==> config.mk <==
export PLATFORM = sky130hd
export DESIGN_NAME = mem_access_unit
export DESIGN_NICKNAME = d
export VERILOG_FILES = /design/src/rtl/mem_access_unit_pkg.sv /design/src/rtl/load_extend.sv /design/src/rtl/mem_access_unit.sv
export SDC_FILE = /design/constraint.sdc
export NUM_CORES = 1
export LEC_CHECK = 0
export ABC_AREA = 1
export ABC_CLOCK_PERIOD_IN_PS = 3100
export CAP_MARGIN = 20
export CORE_MARGIN = 1.5
export CORE_UTILIZATION = 50
export DETAILED_ROUTE_END_ITERATION = 10
export PLACE_DENSITY = 0.83
export SYNTH_ARGS = -nofsm -noshare
export SYNTH_HDL_FRONTEND = slang
export SYNTH_SLANG_ARGS = --single-unit
==> constraint.sdc <==
create_clock -name i_clk -period 3.1 [get_ports i_clk]
set_clock_uncertainty 0.2 [all_clocks]
set_input_delay 0.62 -clock i_clk [delete_from_list [all_inputs] [get_ports i_clk]]
set_output_delay 0.62 -clock i_clk [all_outputs]
set_load 0.005 [all_outputs]
==> src/rtl/mem_access_unit_pkg.sv <==
// rtl/mem_access_unit_pkg.sv - MEM-stage shared size/state encodings and alignment helper
package mem_access_unit_pkg;

    localparam logic [1:0] SZ_BYTE = 2'b00;
    localparam logic [1:0] SZ_HALF = 2'b01;
    localparam logic [1:0] SZ_WORD = 2'b10;

    localparam logic [2:0] ST_IDLE  = 3'd0;
    localparam logic [2:0] ST_RD    = 3'd1;
    localparam logic [2:0] ST_MERGE = 3'd2;
    localparam logic [2:0] ST_WR    = 3'd3;
    localparam logic [2:0] ST_LDRET = 3'd4;

    typedef struct packed {
        logic       is_write;
        logic [1:0] size;
        logic       is_unsigned;
        logic [1:0] lane;
    } op_t;

    // Size 2'b11 is treated as a word, so any size with bit 1 set needs full alignment.
    function automatic logic is_misaligned(input logic [1:0] size, input logic [1:0] lane);
        if ((size & SZ_WORD) != 2'b00)
            return lane != 2'b00;
        else if (size == SZ_HALF)
            return lane[0];
        else
            return 1'b0;
    endfunction

endpackage

==> src/rtl/load_extend.sv <==
// rtl/load_extend.sv - little-endian lane select with sign/zero extension
module load_extend
    import mem_access_unit_pkg::*;
#(
    parameter int B = 32
) (
    input  logic [B-1:0] word,
    input  logic [1:0]   lane,
    input  logic [1:0]   size,
    input  logic         is_unsigned,
    output logic [B-1:0] ext
);

    logic [7:0]  byte_sel;
    logic [15:0] half_sel;

    always_comb begin
        byte_sel = word[7:0];
        case (lane)
            2'd0: byte_sel = word[7:0];
            2'd1: byte_sel = word[15:8];
            2'd2: byte_sel = word[23:16];
            2'd3: byte_sel = word[31:24];
            default: byte_sel = word[7:0];
        endcase
        half_sel = lane[1] ? word[31:16] : word[15:0];

        ext = word;
        if (size == SZ_BYTE)
            ext = {{(B-8){~is_unsigned & byte_sel[7]}}, byte_sel};
        else if (size == SZ_HALF)
            ext = {{(B-16){~is_unsigned & half_sel[15]}}, half_sel};
    end

endmodule

==> src/rtl/mem_access_unit.sv <==
// rtl/mem_access_unit.sv - MEM-stage load/store sequencer with sub-word read-modify-write
module mem_access_unit
    import mem_access_unit_pkg::*;
#(
    parameter int B = 32,
    parameter int W = 10
) (
    input  logic         i_clk,
    input  logic         i_rst_n,
    input  logic         i_valid,
    output logic         o_ready,
    input  logic         i_mem_read,
    input  logic         i_mem_write,
    input  logic [1:0]   i_size,
    input  logic         i_unsigned,
    input  logic [B-1:0] i_addr,
    input  logic [B-1:0] i_wdata,
    output logic [B-1:0] o_rdata,
    output logic         o_rvalid,
    output logic         o_misaligned,
    output logic         o_stall,
    output logic         o_dm_read,
    output logic         o_dm_write,
    output logic [W-1:0] o_dm_addr,
    output logic [B-1:0] o_dm_wdata,
    input  logic [B-1:0] i_dm_rdata
);

    logic [2:0]   state;
    op_t          op_q;
    logic [15:0]  wlo_q;
    logic [W-1:0] dm_addr_q;
    logic [B-1:0] dm_wdata_q;
    logic [B-1:0] rdata_q;
    logic         mis_q;

    logic         accept;
    logic         acc_mis;
    logic [B-1:0] ld_ext;
    logic [B-1:0] merged;
    logic         unused_addr_hi;

    // Address bits above the data_mem window are dropped so accesses wrap.
    assign unused_addr_hi = ^i_addr[B-1:W+2];

    assign accept  = i_valid && (state == ST_IDLE) && (i_mem_read || i_mem_write);
    assign acc_mis = is_misaligned(i_size, i_addr[1:0]);

    load_extend #(.B(B)) u_load_extend (
        .word        (i_dm_rdata),
        .lane        (op_q.lane),
        .size        (op_q.size),
        .is_unsigned (op_q.is_unsigned),
        .ext         (ld_ext)
    );

    always_comb begin
        merged = i_dm_rdata;
        if (op_q.size == SZ_BYTE) begin
            case (op_q.lane)
                2'd0: merged[7:0]   = wlo_q[7:0];
                2'd1: merged[15:8]  = wlo_q[7:0];
                2'd2: merged[23:16] = wlo_q[7:0];
                2'd3: merged[31:24] = wlo_q[7:0];
                default: merged = i_dm_rdata;
            endcase
        end else if (op_q.size == SZ_HALF) begin
            if (op_q.lane[1])
                merged[31:16] = wlo_q;
            else
                merged[15:0] = wlo_q;
        end
    end

    always_ff @(posedge i_clk or negedge i_rst_n) begin
        if (!i_rst_n) begin
            state      <= ST_IDLE;
            op_q       <= '0;
            wlo_q      <= '0;
            dm_addr_q  <= '0;
            dm_wdata_q <= '0;
            rdata_q    <= '0;
            mis_q      <= 1'b0;
        end else begin
            mis_q <= accept && acc_mis;
            case (state)
                ST_IDLE: begin
                    if (accept) begin
                        dm_addr_q        <= i_addr[W+1:2];
                        op_q.is_write    <= i_mem_write;
                        op_q.size        <= i_size;
                        op_q.is_unsigned <= i_unsigned;
                        op_q.lane        <= i_addr[1:0];
                        wlo_q            <= i_wdata[15:0];
                        if (!acc_mis) begin
                            // Full-word stores skip the read-modify-write path.
                            if (i_mem_write && i_size[1]) begin
                                dm_wdata_q <= i_wdata;
                                state      <= ST_WR;
                            end else begin
                                state <= ST_RD;
                            end
                        end
                    end
                end
                ST_RD:    state <= op_q.is_write ? ST_MERGE : ST_LDRET;
                ST_MERGE: begin
                    dm_wdata_q <= merged;
                    state      <= ST_WR;
                end
                ST_WR:    state <= ST_IDLE;
                ST_LDRET: begin
                    rdata_q <= ld_ext;
                    state   <= ST_IDLE;
                end
                default:  state <= ST_IDLE;
            endcase
        end
    end

    assign o_ready      = (state == ST_IDLE);
    assign o_stall      = !o_ready;
    assign o_dm_read    = (state == ST_RD);
    assign o_dm_write   = (state == ST_WR);
    assign o_dm_addr    = dm_addr_q;
    assign o_dm_wdata   = dm_wdata_q;
    assign o_rvalid     = (state == ST_LDRET);
    assign o_rdata      = (state == ST_LDRET) ? ld_ext : rdata_q;
    assign o_misaligned = mis_q;

endmodule
Yosys cells after proc, flatten, opt, wreduce, memory -nomap -nowiden. Index checks and enable logic that the tools add are counted.

Eq/ne operators: 12. Mux-type cells: 24. Bitwise operators: 3. Reduce and logical (&&, ||, !) cells: 14.

Operators by type and width (number): 2-to-1 mux 32 bit (8); one-hot mux 32 bit (2 select lines) (1); 2-to-1 mux 16 bit (3); 2-to-1 mux 8 bit (4); one-hot mux 8 bit (4 select lines) (1); 2-to-1 mux 3 bit (3); one-hot mux 3 bit (3 select lines) (1); equality test 2 x 1 -> 1 bit (second input constant) (3); equality test 3 x 2 -> 1 bit (second input constant) (2); equality test 2 bit (second input constant) (2); logical AND 1 bit (4); zero test 2 bit (2); inequality test 2 x 1 -> 1 bit (second input constant) (2); AND reduction 2 bit (2); AND reduction 4 bit (1); nonzero test 2 bit (2); equality test 3 x 1 -> 1 bit (second input constant) (1); equality test 3 bit (second input constant) (1); zero test 3 bit (1); AND 1 bit (2); 2-to-1 mux 1 bit (2); 2-to-1 mux 2 bit (1); inequality test 2 bit (second input constant) (1); zero test 1 bit (1); other kinds (2) (2).

Flip-flop bits (word level): 100. Bits of input ports: 104. Output and inout port bits: 80. Word-level logic and storage cells: 63.

Depth between registers and ports, before layout.
Depth in word-level cells: 6. Gate-level depth with buffers: 11. Mapped depth without buffers: 9.

Hierarchy. From an unflattened synthesis, not the netlist that was laid out.

Cell total of the unflattened synthesis: 1031. Area, all modules: 6602.6 um^2.

Modules (own cells, without submodules): mem_access_unit (instances 1, cells each 795, area each 5624.1 um^2); load_extend (instances 1, cells each 236, area each 978.4 um^2).

Worst setup path after synthesis. OpenSTA, ideal clock, no wires.

Path type: input -> output. Start point: input port i_dm_rdata[31]. End point: output port o_rdata[21]. Arrival time: 1.350 ns. Required time: 2.280 ns. Setup slack: 0.930 ns. Stages on the path: 9. Path buffers: 1. Cells stage by stage: inv_1 -> o21ai_1 -> nand3_2 -> buf_2 -> nand2_1 -> inv_1 -> nand2_1 -> nand2_1 -> nand2_1.

Cells in the longest elaborated chain, start to end: 5.

Ends and longest elaborated chain: start, declared (RTL line mem_access_unit.sv:26) `input logic [B-1:0] i_dm_rdata`; 2-to-1 mux 16 bit (RTL line load_extend.sv:26) `half_sel = lane[1] ? word[31:16] : word[15:0];`; AND 1 bit (RTL line load_extend.sv:32) `ext = {{(B-16){~is_unsigned & half_sel[15]}}, half_sel};`; 2-to-1 mux 32 bit (RTL line load_extend.sv:31) `else if (size == SZ_HALF)`; 2-to-1 mux 32 bit * (RTL line load_extend.sv:29) `if (size == SZ_BYTE)`; 2-to-1 mux 32 bit *; end, declared (RTL line mem_access_unit.sv:18) `output logic [B-1:0] o_rdata,`.

Every way passes the cells marked *; elsewhere a longest branch is shown, timed or not.

Final worst setup path.
Start point: input port i_dm_rdata[21]. End point: output port o_rdata[5].

Cells in the longest elaborated chain, start to end: 4.

Ends and longest elaborated chain (RTL line): 2-to-1 mux 16 bit (load_extend.sv:26); 2-to-1 mux 32 bit (load_extend.sv:31); 2-to-1 mux 32 bit * (load_extend.sv:29); 2-to-1 mux 32 bit *.

Marked as above.

==> parameters.txt <==
Parameter                              Value

Placed design
  Weighted congestion reported at the end of routability-driven placement    0.976
  Estimated wirelength of the detail-placed design    14700 µm
  Placed inst area    8430 µm²
  IO Port Bufs    163

Yosys
  Post-synthesis cell type with the largest combined area    dfrtp_1
  Fraction of synthesized cell area taken by the top area cell type    0.390
  Adder-cell area share of the yosys netlist    0
  Post-synthesis instance area    6410 µm²
  Number of storage elements in the synthesis netlist    100
  Post-Syn Instances    967
  Leading post-synthesis cells by cell area    dfrtp_1, nand2_1, nand3_1
  Number of synthesis warnings    0
  Library cell with the highest instance count after synthesis    nand2_1
  Post-synth ARST share    1.00
  Sequential-to-total area share from yosys stat    0.390
  Mux share of post-synthesis cell area    0
  Number of enable flip-flop cells after synthesis    0
  Total nets after synthesis    1071
  Count of distinct cell types in the synthesized netlist    33
  Simple logic cell fraction of the synthesized area    0.417
  Fraction of the mapped netlist area in compound gates    0.0870
  Main synth FF type    dfrtp_1
  Main combinational cell family by area after synthesis    simple AND/OR/NAND/NOR gates
  Synth cell count leaders    nand2_1, nand3_1, dfrtp_1
  Share of the synthesized netlist area taken by xor and xnor gates    0
  Average cell area after synthesis    6.63 µm²

Status
  Failing checks    negative setup slack
  Run status    finished with violations

CTS
  Clock tree from TritonCTS    yes
  Clk root buf    clkbuf_16
  Hold-fix buffers at CTS    0
  Number of buffers on the longest clock path    2
  Clock buffer count from CTS    9
  Clk Latency, worst-skew pair    0.35 ns
  Clock edge transition at the registers on the reported setup and hold paths    0.07 ns
  Number of H-tree levels    3
  Total number of clock tree sinks    100

Setup path
  CP Launch Type    input port
  Arr. time, crit path    2.33 ns
  Cell-by-cell listing of the critical path    clkdlybuf4s50_1 -> inv_1 -> a21oi_2 -> o21ai_0 -> nand2_1 -> nand2_1 -> nand2_1 -> clkdlybuf4s50_1
  Highest fanout seen on the critical path    3
  Start-to-end type of the worst setup path    input port to primary output
  Type of element capturing the critical path    primary output
  Data required time at the worst endpoint    2.28 ns
  Dominant cell type by count on the critical path    nand2_1
  CP max-delay cell    clkdlybuf4s50_1
  Crit-path max cell delay    0.54 ns

Drt
  Router iterations before antenna repair    6
  Routed wire per std cell    15.8 µm
  Final antenna-violating net count    0
  Drt drc    0
  DR iter-0 viols    886
  Vias after detailed routing    7193
  Final routed wirelength across all metal layers    21300 µm
  Number of vias per cell after detailed routing    5.35

Global routing
  Number of global-route vias before repair    6550
  Grt ovf    0
  Wire length of the first global-routing pass    33000 µm
  Overall routing resource usage    0.315
  Pin count of the biggest net entering global routing    60
  Initial antenna violation count    1

Die
  # IOs    184
  Effective utilization at floorplan    0.510
  Number of core rows    41
  Area of the core    12600 µm²
  Horizontal extent of the die    116 µm
  Die area    13500 µm²
  Die H    116 µm

Finish
  Final design area excluding fillers    9130 µm²
  Nets@finish    1271
  Fraction of layout cells with a size suffix above 1    0.156
  Fill count    1023
  Growth of design area from synthesis to finish    42.3%

Timing
  Highest Clock Rate    318 MHz
  Slew at the pin closest to its max-slew limit    0.643 ns
  Worst Hold Slack    0.0451 ns
  Final Cycle Share    1.02
  Final setup fails    3
  Setup repair after global routing missed its margin    true
  Hold Fails Final Rpt    0
  Relative slew margins    0.570
  Min Tclk post-route    3.15 ns
  Final number of max-transition violations    0
  Final setup slack of the worst path    -0.0479 ns

Power and ir drop
  Overall power of the completed layout    8940 µW
  Worst VDD drop    532 µV
  Leakage power figure    0.00486 µW
  Ratio of total power to cell area    979 nW/µm²

Flow run
  Number of max-cap violations    0

Hold path
  HP Class    input port to asynchronous set/reset pin
report_power, final:
group	total [µW]	internal (µW)	switching, µW
registers	2290	1920	368
clock network	1140	630	514
logic	5500	2470	3030
total	8940	5020	3910
layout by cell type, fill, tap and decap left out, types with 10 or more instances in the layout:
cell type and n:
inv_1 75, nand3_1 112, clkbuf_16 11, a21oi_1 35, or2_2 32, dfrtp_1 97, o21ai_1 16, o21ai_0 35
dlymetal6s2s_1 14, clkdlybuf4s50_1 133, o211ai_1 10, nand2_2 12, buf_4 64, dlygate4sd2_1 13, nand2_1 436
path summary, 6_finish.rpt:
path,to,from,slack (ns),cells past startpoint
worst max-delay path,o_rdata[5],i_dm_rdata[21],-0.05,8
worst min-delay path,o_dm_wdata[30],i_rst_n,0.05,1
worst max register to register,rdata_q[27],op_q[1],1.05,12
worst min register to register,state[2],op_q[5],0.25,1
max in group asynchronous,op_q[4],i_rst_n,1.93,2
min in group i_clk,state[2],op_q[5],0.25,1
cell type report:
cell class | count | area (µm²) | share of cell area
Timing Repair Buffer | 242 | 2380 | 0.261
Sequential cell | 100 | 2510 | 0.275
Antenna cell | 1 | 2.50 | 0.000274
Clock buffer | 9 | 225 | 0.0247
Multi-Input combinational cell | 723 | 3360 | 0.369
Clock inverter | 7 | 76.3 | 0.00836
Tap cell | 172 | 215 | 0.0236
Inverter | 91 | 352 | 0.0385
registers in the layout, indices dropped and copies added, names as in the netlist:
signal / cells
op_q: 6
rdata_q: 32
o_misaligned: 1
state: 3
o_dm_wdata: 32
o_dm_addr: 10
wlo_q: 16
logic make-up after synthesis:
kind of cell,count (synthesis)
buffers and inverters,147
and+or+nand+nor,615
AOI/OAI and AO/OA,105
DFF,100
metal layers:
layer	vias to the layer above	global-route usage	wire length, µm
met3	60	0.0607	2110
met4	0	0.103	551
met5	-	0	0
li1	3432	-	-
met1	3288	0.444	8770
met2	413	0.492	9820
through the flow:
step,setup TNS [ns],std cells,utilization,setup slack (ns)
2_1_floorplan,0,967,-,0.930
3_3_place_gp,-4.62,1306,0.671,-0.207
3_5_place_dp,-4.75,1306,0.671,-0.229
4_1_cts,-0.0266,1331,0.706,-0.0266
5_1_grt,-0.436,1345,0.726,-0.101
6_report,-0.0626,1345,0.726,-0.0479
critical path, delay by kind of cell:
family	cells	cell delay (ns)
buf+inv	3	1.17
compound gates	2	0.27
simple gates	3	0.26
repair_timing:
item	in CTS	in global routing
pin swaps	11	6
setup endpoints to repair	32	22
gates resized for setup	34	45
buffers inserted	6	9
gates cloned	3	4
Note: power is estimated with default switching activity, not from simulation.
